<file path="src/rtl/pwm_btn_pkg.sv">
// Shared definitions for the PWM button conditioner.
//   cmd_state_e       : command FSM states
//   LEVEL_W           : width of the duty level bus
//   REPEAT_FIRST_MULT : hold time, in PULSE_CYCLES units, before the first auto-repeat
//   REPEAT_NEXT_MULT  : spacing, in PULSE_CYCLES units, between later auto-repeats
package pwm_btn_pkg;

   localparam int LEVEL_W           = 4;
   localparam int REPEAT_FIRST_MULT = 8;
   localparam int REPEAT_NEXT_MULT  = 4;

   typedef enum logic [1:0] {
      IDLE      = 2'd0,
      PULSE_INC = 2'd1,
      PULSE_DEC = 2'd2,
      WAIT_REL  = 2'd3
   } cmd_state_e;

endpackage

</file>
<file path="src/rtl/btn_debounce.sv">
// Two-flop synchronizer, debounce counter and press strobe for one raw button.
// Ports:
//   clk     : system clock
//   rst     : asynchronous active-high reset
//   btn_raw : raw asynchronous, bouncy button input
//   btn_db  : debounced button level
//   press   : one-cycle strobe on a debounced 0->1 transition
// The press strobe is registered together with the debounced flip, so
// a raw edge appears on press 2 + DEBOUNCE_CYCLES cycles later.
module btn_debounce #(
   parameter int DEBOUNCE_CYCLES = 16
) (
   input  logic clk,
   input  logic rst,
   input  logic btn_raw,
   output logic btn_db,
   output logic press
);

   localparam int CNT_W = (DEBOUNCE_CYCLES > 1) ? $clog2(DEBOUNCE_CYCLES) : 1;
   localparam logic [CNT_W-1:0] CNT_LAST = CNT_W'(DEBOUNCE_CYCLES - 1);

   logic             sync_q1;
   logic             sync_q2;
   logic [CNT_W-1:0] cnt;

   always_ff @(posedge clk or posedge rst) begin
      if (rst) begin
         sync_q1 <= 1'b0;
         sync_q2 <= 1'b0;
         btn_db  <= 1'b0;
         cnt     <= '0;
         press   <= 1'b0;
      end else begin
         sync_q1 <= btn_raw;
         sync_q2 <= sync_q1;
         press   <= 1'b0;
         // any sample that agrees with the debounced level restarts the count
         if (sync_q2 != btn_db) begin
            if (cnt == CNT_LAST) begin
               btn_db <= sync_q2;
               cnt    <= '0;
               press  <= sync_q2;
            end else begin
               cnt <= cnt + 1'b1;
            end
         end else begin
            cnt <= '0;
         end
      end
   end

endmodule

</file>
<file path="src/rtl/pwm_btn_conditioner.sv">
// Button front end for the PWM duty-cycle generator: debounces the inc/dec
// buttons, arbitrates presses, keeps the saturating duty level and emits
// stretched command pulses.
// Ports:
//   clk     : system clock
//   rst     : asynchronous active-high reset
//   inc_btn : raw increase button
//   dec_btn : raw decrease button
//   inc     : increase command, PULSE_CYCLES wide
//   dec     : decrease command, PULSE_CYCLES wide
//   level   : current duty level, 0..MAX_LEVEL
//   busy    : high while a command pulse is driven
// Optional feature: define PWM_BTN_AUTOREPEAT_EN to repeat commands while a
// button stays held (first repeat after 8*PULSE_CYCLES, then every 4*PULSE_CYCLES).
//
// state     | meaning
// IDLE      | waiting for a single press strobe
// PULSE_INC | driving inc/busy, level already incremented
// PULSE_DEC | driving dec/busy, level already decremented
// WAIT_REL  | waiting for both debounced buttons to release
module pwm_btn_conditioner
   import pwm_btn_pkg::*;
#(
   parameter int DEBOUNCE_CYCLES = 16,
   parameter int PULSE_CYCLES    = 10,
   parameter int MAX_LEVEL       = 10,
   parameter int INIT_LEVEL      = 4
) (
   input  logic               clk,
   input  logic               rst,
   input  logic               inc_btn,
   input  logic               dec_btn,
   output logic               inc,
   output logic               dec,
   output logic [LEVEL_W-1:0] level,
   output logic               busy
);

   localparam int PCNT_W = (PULSE_CYCLES > 1) ? $clog2(PULSE_CYCLES) : 1;
   localparam logic [PCNT_W-1:0]  PULSE_LAST = PCNT_W'(PULSE_CYCLES - 1);
   localparam logic [LEVEL_W-1:0] MAX_LVL    = LEVEL_W'(MAX_LEVEL);
   localparam logic [LEVEL_W-1:0] INIT_LVL   = LEVEL_W'(INIT_LEVEL);

   logic db_inc, db_dec;
   logic press_inc, press_dec;

   btn_debounce #(.DEBOUNCE_CYCLES(DEBOUNCE_CYCLES)) u_db_inc (
      .clk     (clk),
      .rst     (rst),
      .btn_raw (inc_btn),
      .btn_db  (db_inc),
      .press   (press_inc)
   );

   btn_debounce #(.DEBOUNCE_CYCLES(DEBOUNCE_CYCLES)) u_db_dec (
      .clk     (clk),
      .rst     (rst),
      .btn_raw (dec_btn),
      .btn_db  (db_dec),
      .press   (press_dec)
   );

   cmd_state_e        state;
   logic [PCNT_W-1:0] pulse_cnt;

`ifdef PWM_BTN_AUTOREPEAT_EN
   localparam int RCNT_W = $clog2(REPEAT_FIRST_MULT * PULSE_CYCLES);
   localparam logic [RCNT_W-1:0] REP_FIRST_LAST = RCNT_W'(REPEAT_FIRST_MULT * PULSE_CYCLES - 1);
   localparam logic [RCNT_W-1:0] REP_NEXT_LAST  = RCNT_W'(REPEAT_NEXT_MULT * PULSE_CYCLES - 1);

   logic [RCNT_W-1:0] rep_cnt;
   logic              rep_dir_inc;
   logic              rep_first;
`endif

   always_ff @(posedge clk or posedge rst) begin
      if (rst) begin
         state     <= IDLE;
         inc       <= 1'b0;
         dec       <= 1'b0;
         busy      <= 1'b0;
         level     <= INIT_LVL;
         pulse_cnt <= '0;
`ifdef PWM_BTN_AUTOREPEAT_EN
         rep_cnt     <= '0;
         rep_dir_inc <= 1'b0;
         rep_first   <= 1'b0;
`endif
      end else begin
         case (state)
            IDLE: begin
               // simultaneous strobes cancel each other; limits swallow the press
               if (press_inc && !press_dec && (level < MAX_LVL)) begin
                  state     <= PULSE_INC;
                  level     <= level + 1'b1;
                  inc       <= 1'b1;
                  busy      <= 1'b1;
                  pulse_cnt <= PULSE_LAST;
`ifdef PWM_BTN_AUTOREPEAT_EN
                  rep_dir_inc <= 1'b1;
                  rep_first   <= 1'b1;
`endif
               end else if (press_dec && !press_inc && (level != '0)) begin
                  state     <= PULSE_DEC;
                  level     <= level - 1'b1;
                  dec       <= 1'b1;
                  busy      <= 1'b1;
                  pulse_cnt <= PULSE_LAST;
`ifdef PWM_BTN_AUTOREPEAT_EN
                  rep_dir_inc <= 1'b0;
                  rep_first   <= 1'b1;
`endif
               end
            end

            PULSE_INC, PULSE_DEC: begin
               if (pulse_cnt == '0) begin
                  state <= WAIT_REL;
                  inc   <= 1'b0;
                  dec   <= 1'b0;
                  busy  <= 1'b0;
`ifdef PWM_BTN_AUTOREPEAT_EN
                  rep_cnt <= rep_first ? REP_FIRST_LAST : REP_NEXT_LAST;
`endif
               end else begin
                  pulse_cnt <= pulse_cnt - 1'b1;
               end
            end

            WAIT_REL: begin
               if (!db_inc && !db_dec) begin
                  state <= IDLE;
               end
`ifdef PWM_BTN_AUTOREPEAT_EN
               else if (rep_cnt != '0) begin
                  rep_cnt <= rep_cnt - 1'b1;
               end else if (rep_dir_inc && db_inc && !db_dec && (level < MAX_LVL)) begin
                  state     <= PULSE_INC;
                  level     <= level + 1'b1;
                  inc       <= 1'b1;
                  busy      <= 1'b1;
                  pulse_cnt <= PULSE_LAST;
                  rep_first <= 1'b0;
               end else if (!rep_dir_inc && db_dec && !db_inc && (level != '0)) begin
                  state     <= PULSE_DEC;
                  level     <= level - 1'b1;
                  dec       <= 1'b1;
                  busy      <= 1'b1;
                  pulse_cnt <= PULSE_LAST;
                  rep_first <= 1'b0;
               end
`endif
            end

            default: begin
               state <= IDLE;
               inc   <= 1'b0;
               dec   <= 1'b0;
               busy  <= 1'b0;
            end
         endcase
      end
   end

endmodule

</file>
<file path="config.mk">
export PLATFORM = sky130hd
export DESIGN_NAME = pwm_btn_conditioner
export DESIGN_NICKNAME = d
export VERILOG_FILES = /design/src/rtl/pwm_btn_pkg.sv /design/src/rtl/btn_debounce.sv /design/src/rtl/pwm_btn_conditioner.sv
export SDC_FILE = /design/constraint.sdc
export NUM_CORES = 1
export LEC_CHECK = 0
export CORE_ASPECT_RATIO = 0.5
export CORE_MARGIN = 4
export CORE_UTILIZATION = 57
export DETAILED_ROUTE_END_ITERATION = 10
export PLACE_DENSITY = 0.89
export SLEW_MARGIN = 20
export SYNTH_ARGS = -nofsm -noshare
export SYNTH_HDL_FRONTEND = slang
export SYNTH_SLANG_ARGS = --single-unit
</file>
<file path="constraint.sdc">
create_clock -name clk -period 2.55 [get_ports clk]
set_input_delay 0.3825 -clock clk [delete_from_list [all_inputs] [get_ports clk]]
set_output_delay 0.3825 -clock clk [all_outputs]
set_load 0.05 [all_outputs]
</file>
**After elaboration in Yosys (flattened, before gate mapping)**

Index checks and enable logic that the tools add are counted.
Widths: inputs -> output; s select.

- Register bits: 29
- Bits of input ports: 4
- Output and inout bits: 7

- $add $sub $neg: 5
- Magnitude comparators: 1
- Equal/unequal tests: 14
- Mux-type cells: 27
- Reduce and logical (&&, ||, !) cells: 23

Operators with widths:

| operator | number |
|---|---|
| $mux 4 | 9 |
| $add 4x1->4 const B | 3 |
| $ne 2x2->1 const B | 6 |
| $reduce_and 3->1 | 4 |
| $mux 1 | 9 |
| $eq 4x4->1 const B | 2 |
| $mux 2 | 4 |
| $pmux 4 s2 | 1 |
| $sub 4x1->4 const B | 2 |
| $pmux 1 s2 | 3 |
| $pmux 2 s3 | 1 |
| $reduce_and 2->1 | 3 |
| $logic_and 1x1->1 | 5 |
| $eq 2x2->1 const B | 2 |
| $logic_not 1->1 | 4 |
| $logic_not 4->1 | 1 |
| $lt 4x4->1 const B | 1 |
| $reduce_and 4->1 | 1 |
| $reduce_bool 2->1 | 2 |
| $reduce_bool 4->1 | 1 |
| $ne 3x3->1 const B | 1 |
| $eq 2x1->1 const B | 1 |
| $logic_not 2->1 | 1 |
| $ne 1x1->1 | 2 |
| $reduce_or 2->1 | 1 |

**Longest topological paths before layout**

- Word-level depth: 6
- Depth in mapped cells: 8

**Modules after synthesis**

From an unflattened synthesis, not the netlist that was laid out.

- Cells, all modules: 132
- Area total of the unflattened synthesis: 1520.2 µm²

By module, submodules not included:

| module | instances | cells an instance | area an instance (µm²) | seq. area each (µm²) |
|---|---|---|---|---|
| pwm_btn_conditioner | 1 | 90 | 907.1 | 326.6 |
| btn_debounce | 2 | 21 | 306.5 | 200.2 |

**Worst setup path before layout**

No wires, ideal clock.

- Path kind: register to register
- Start point: reg level[1]
- End point: reg level[3]
- Library setup time: 147 ps
- Data arrival time: 2053 ps
- Data required time: 2403 ps
- Setup slack: 350 ps
- Cell stages (with the launch flop): 9
- Path buffers: 0
- Period minus slack after synthesis: 2200 ps
- Cells stage by stage: dfrtp_1 o21a_4 nor2_1 inv_1 ha_1 o21ai_0 o211a_1 o211ai_1 xnor2_1

- Longest elaborated chain between the ends: 4
- Elaborated cells between the ends (all ways): 10
- Classes of those cells: 2 x add/sub; 1 x order compare; 2 x mux; 5 x reduce/logical

RTL lines:

| item | line | source |
|---|---|---|
| start, declared | pwm_btn_conditioner.sv:35 | `output logic [LEVEL_W-1:0] level,` |
| start signal, assigned | pwm_btn_conditioner.sv:95 | `level <= level + 1'b1;` |
| start signal, assigned | pwm_btn_conditioner.sv:105 | `level <= level - 1'b1;` |
| $lt 4x4->1 or $reduce_bool 4->1 (tied branches) | pwm_btn_conditioner.sv:93, pwm_btn_conditioner.sv:103 |  |
| $logic_and 1x1->1, on equally long branches | pwm_btn_conditioner.sv:93, pwm_btn_conditioner.sv:103 |  |
| $reduce_bool 2->1 (no source line) | - |  |
| $reduce_and 2->1 (no source line) | - |  |

Several ways; a longest one is shown, not always the timed one. The select of a mux whose other input is x is not followed.
A chain may end at the register's enable or synchronous reset.

**Worst setup path in the final report**

Ends and elaborated chain as after synthesis.

==> impl_metrics.tcl <==
set metrics [dict create \
    status "finished clean" \
    r2r-start "level[1]" \
    cts_setup_buffers 0 \
    grt_pass1_vias 1014 \
    via_count 1040 \
    grt_overflow 0 \
    ctsHtreeMaxLevel 2 \
    synth_edf_count 0 \
    synth_top_area_frac 0.4734 \
    crit_required_ns 2.75 \
    cts_buffers 5 \
    hold_path.class "reg -> reg" \
    peakVddDrop_mv 0.4545 \
    root_buffer "clkbuf_8" \
    syn-mean-instance-area_um2 11.21 \
    syn_nets 144 \
    hold_viol_final 0 \
    min_from "u_db_inc.sync_q1" \
    die_x_um 80.07 \
    place_area_mm2 0.001628 \
    grt_max_degree 22 \
    worst_clock_skew_ns 0.005778 \
    drt_iter0_markers 84 \
    drc_errors 0 \
    io_buffers 10 \
    setup_viol 0 \
    clock_latency_ns 0.28 \
    drv_cap 0 \
    reg2reg_to "level[3]" \
    core_mm2 0.002342 \
    p_leak_uw 0.0007557 \
    rows 12 \
    min_to "u_db_inc.sync_q2" \
    ff2ff_path_depth 8 \
    cts-hold-fix-buffers 0 \
    dpl.hpwl_um 1997 \
    grt_antenna_before_repair 0 \
    synthMuxAreaShare 0.05410 \
    pin_count 11 \
    gp_congestion 0.8327 \
    r2r_slack_ns 0.37 \
    final_max_slew_viol_count 0 \
    powerDensity_mw_per_mm2 988.1 \
    async_reset_ff_frac 1.000 \
    routed_wl_um 2774 \
    setup.worst_path.start "level[1]" \
    synth_top_area_cell "dfrtp_1" \
    synth_top_family_by_area "simple AND/OR/NAND/NOR gates" \
    slew-limit-headroom 0.6488 \
    synth_area_mm2 0.001480 \
    layout.nets 161 \
    synthFlopType "dfrtp_1" \
    synth.distinct_cells 37 \
    yosysWarnings 0 \
    synth_fa_ha_area_frac 0.06762 \
    cts_resized 0 \
    yosys-top-cells-count "dfrtp_1 (28), inv_1 (11), a21oi_1 (10)" \
    cp_max_fo 8 \
    drt-wirelength-per-cell_um 14.99 \
    die-area_mm2 0.003526 \
    period_minus_slack_ns 2.178 \
    area_growth_pct 18.09 \
    ys_seq_area_frac 0.4911 \
    max_clock_freq_mhz 459.2 \
    critPathArrivalTime_ns 2.38 \
    syn-instance-count 132 \
    regArea_um2 726.9 \
    clk_path_buf_depth 2 \
    tightest_slew_ns 0.5252 \
    drive_gt1_frac 0.1400 \
    worstSetupEndpointType "register" \
    post-route-cell-area_mm2 0.001748 \
    drtPass1Iterations 4 \
    grt_pass1_wl_um 4761 \
    period_share 0.8540 \
    multi_input_area_um2 708.2 \
    cts_tree "yes" \
    ant_nets 0 \
    start_util 0.6319 \
    tns_ns 0 \
    start_kind "register" \
    rsz0062_at_grt "false" \
    worstHoldPathCells 0 \
    nFillCells 147 \
    synth_compound_area_frac 0.1445 \
    grtUsageTotal 0.1878 \
    synth_xor_area_frac 0.04734 \
    clkSinkCount 29 \
    synth.most_common_cell "dfrtp_1" \
    crit_type "reg -> reg" \
    diodes 0 \
    ys_ff_latch 29 \
    vias_per_cell 5.622 \
    ys_top_cells_by_area "dfrtp_1 (47%), ha_1 (6.8%), xnor2_1 (4.1%), a21oi_1 (3.4%), o21ai_0 (3.0%)" \
    clk_pin_slew_ns 0.06 \
    synth-simple-area-share 0.1648 \
    die_h_um 44.04 \
]
report_power, final:
group / total, uW / internal, uW / switching, uW
sequential: 596 / 536 / 60.3
clock: 491 / 317 / 174
combinational: 640 / 277 / 362
state kept, by name (all words and copies together) (netlist names), 2 cells and up:
| name | flops |
|---|---|
| pulse_cnt | 4 |
| u_db_dec.cnt | 4 |
| state | 2 |
| level | 4 |
| u_db_inc.cnt | 4 |
worst max-delay path, cell delays in order (launching register included):
cell,delay [ns]
dfrtp_1,0.50
o21a_4,0.27
nor2_1,0.32
inv_1,0.09
ha_1,0.34
o21ai_0,0.11
o211a_1,0.15
o211ai_1,0.18
xnor2_1,0.14
cell usage in the layout, fill, tap and decap left out, types with 2 or more instances in the layout:
cell type / instances
dfrtp_1: 28
inv_1: 11
a21oi_1: 10
clkdlybuf4s50_1: 10
o21ai_0: 9
ha_1: 8
xnor2_1: 7
nor2_1: 7
clkbuf_8: 6
nor3b_1: 5
nor2b_1: 4
mux2_2: 4
nor3_1: 3
nand2_1: 3
nand4b_1: 3
nand3_1: 3
nand2b_1: 2
o2bb2ai_1: 2
nor4_1: 2
mux2i_1: 2
through the flow:
| step | worst slack [ns] | hold WS [ns] | util | cells | total power [uW] |
|---|---|---|---|---|---|
| 2_1_floorplan | 0.3504 | 0.3312 | - | 132 | 1094 |
| 3_3_place_gp | 0.5340 | 0.3320 | 0.6950 | 177 | 1212 |
| 3_5_place_dp | 0.4221 | 0.3373 | 0.6950 | 177 | 1239 |
| 4_1_cts | 0.3965 | 0.3519 | 0.7463 | 185 | 1737 |
| 5_1_grt | 0.2084 | 0.3578 | 0.7463 | 185 | 1830 |
| 6_report | 0.3724 | 0.3491 | 0.7463 | 185 | 1727 |
routing by layer:
layer  global-route usage  vias to the layer above  wire length [um]
li1                     -                      505                 -
met1               0.2276                      509              1267
met2               0.2911                       22              1331
met3              0.09553                        4               132
met4              0.07071                        0                43
met5                    0                        -                 0
worst max-delay path by stage:
stage          slack, ns       end
2_1_floorplan       0.35  level[3]
3_3_place_gp        0.53  level[2]
3_5_place_dp        0.42  level[3]
4_1_cts             0.40  level[3]
5_1_grt             0.21  level[3]
6_report            0.37  level[3]
cells by family after synthesis:
logic type | after synthesis
simple gates | 37
fa+ha+maj | 8
buf+inv | 12
mux | 7
compound gates | 31
xor+xnor | 8
flops | 29
final cells by class:
type | instances | area share
clock inverter | 2 | 0.02147
tap | 35 | 0.02505
sequential | 29 | 0.4159
inverter | 11 | 0.02362
clock buffer | 6 | 0.04724
timing repair buffer | 11 | 0.06156
multi-input combinational | 91 | 0.4052
(Power assumes the default switching activity.)
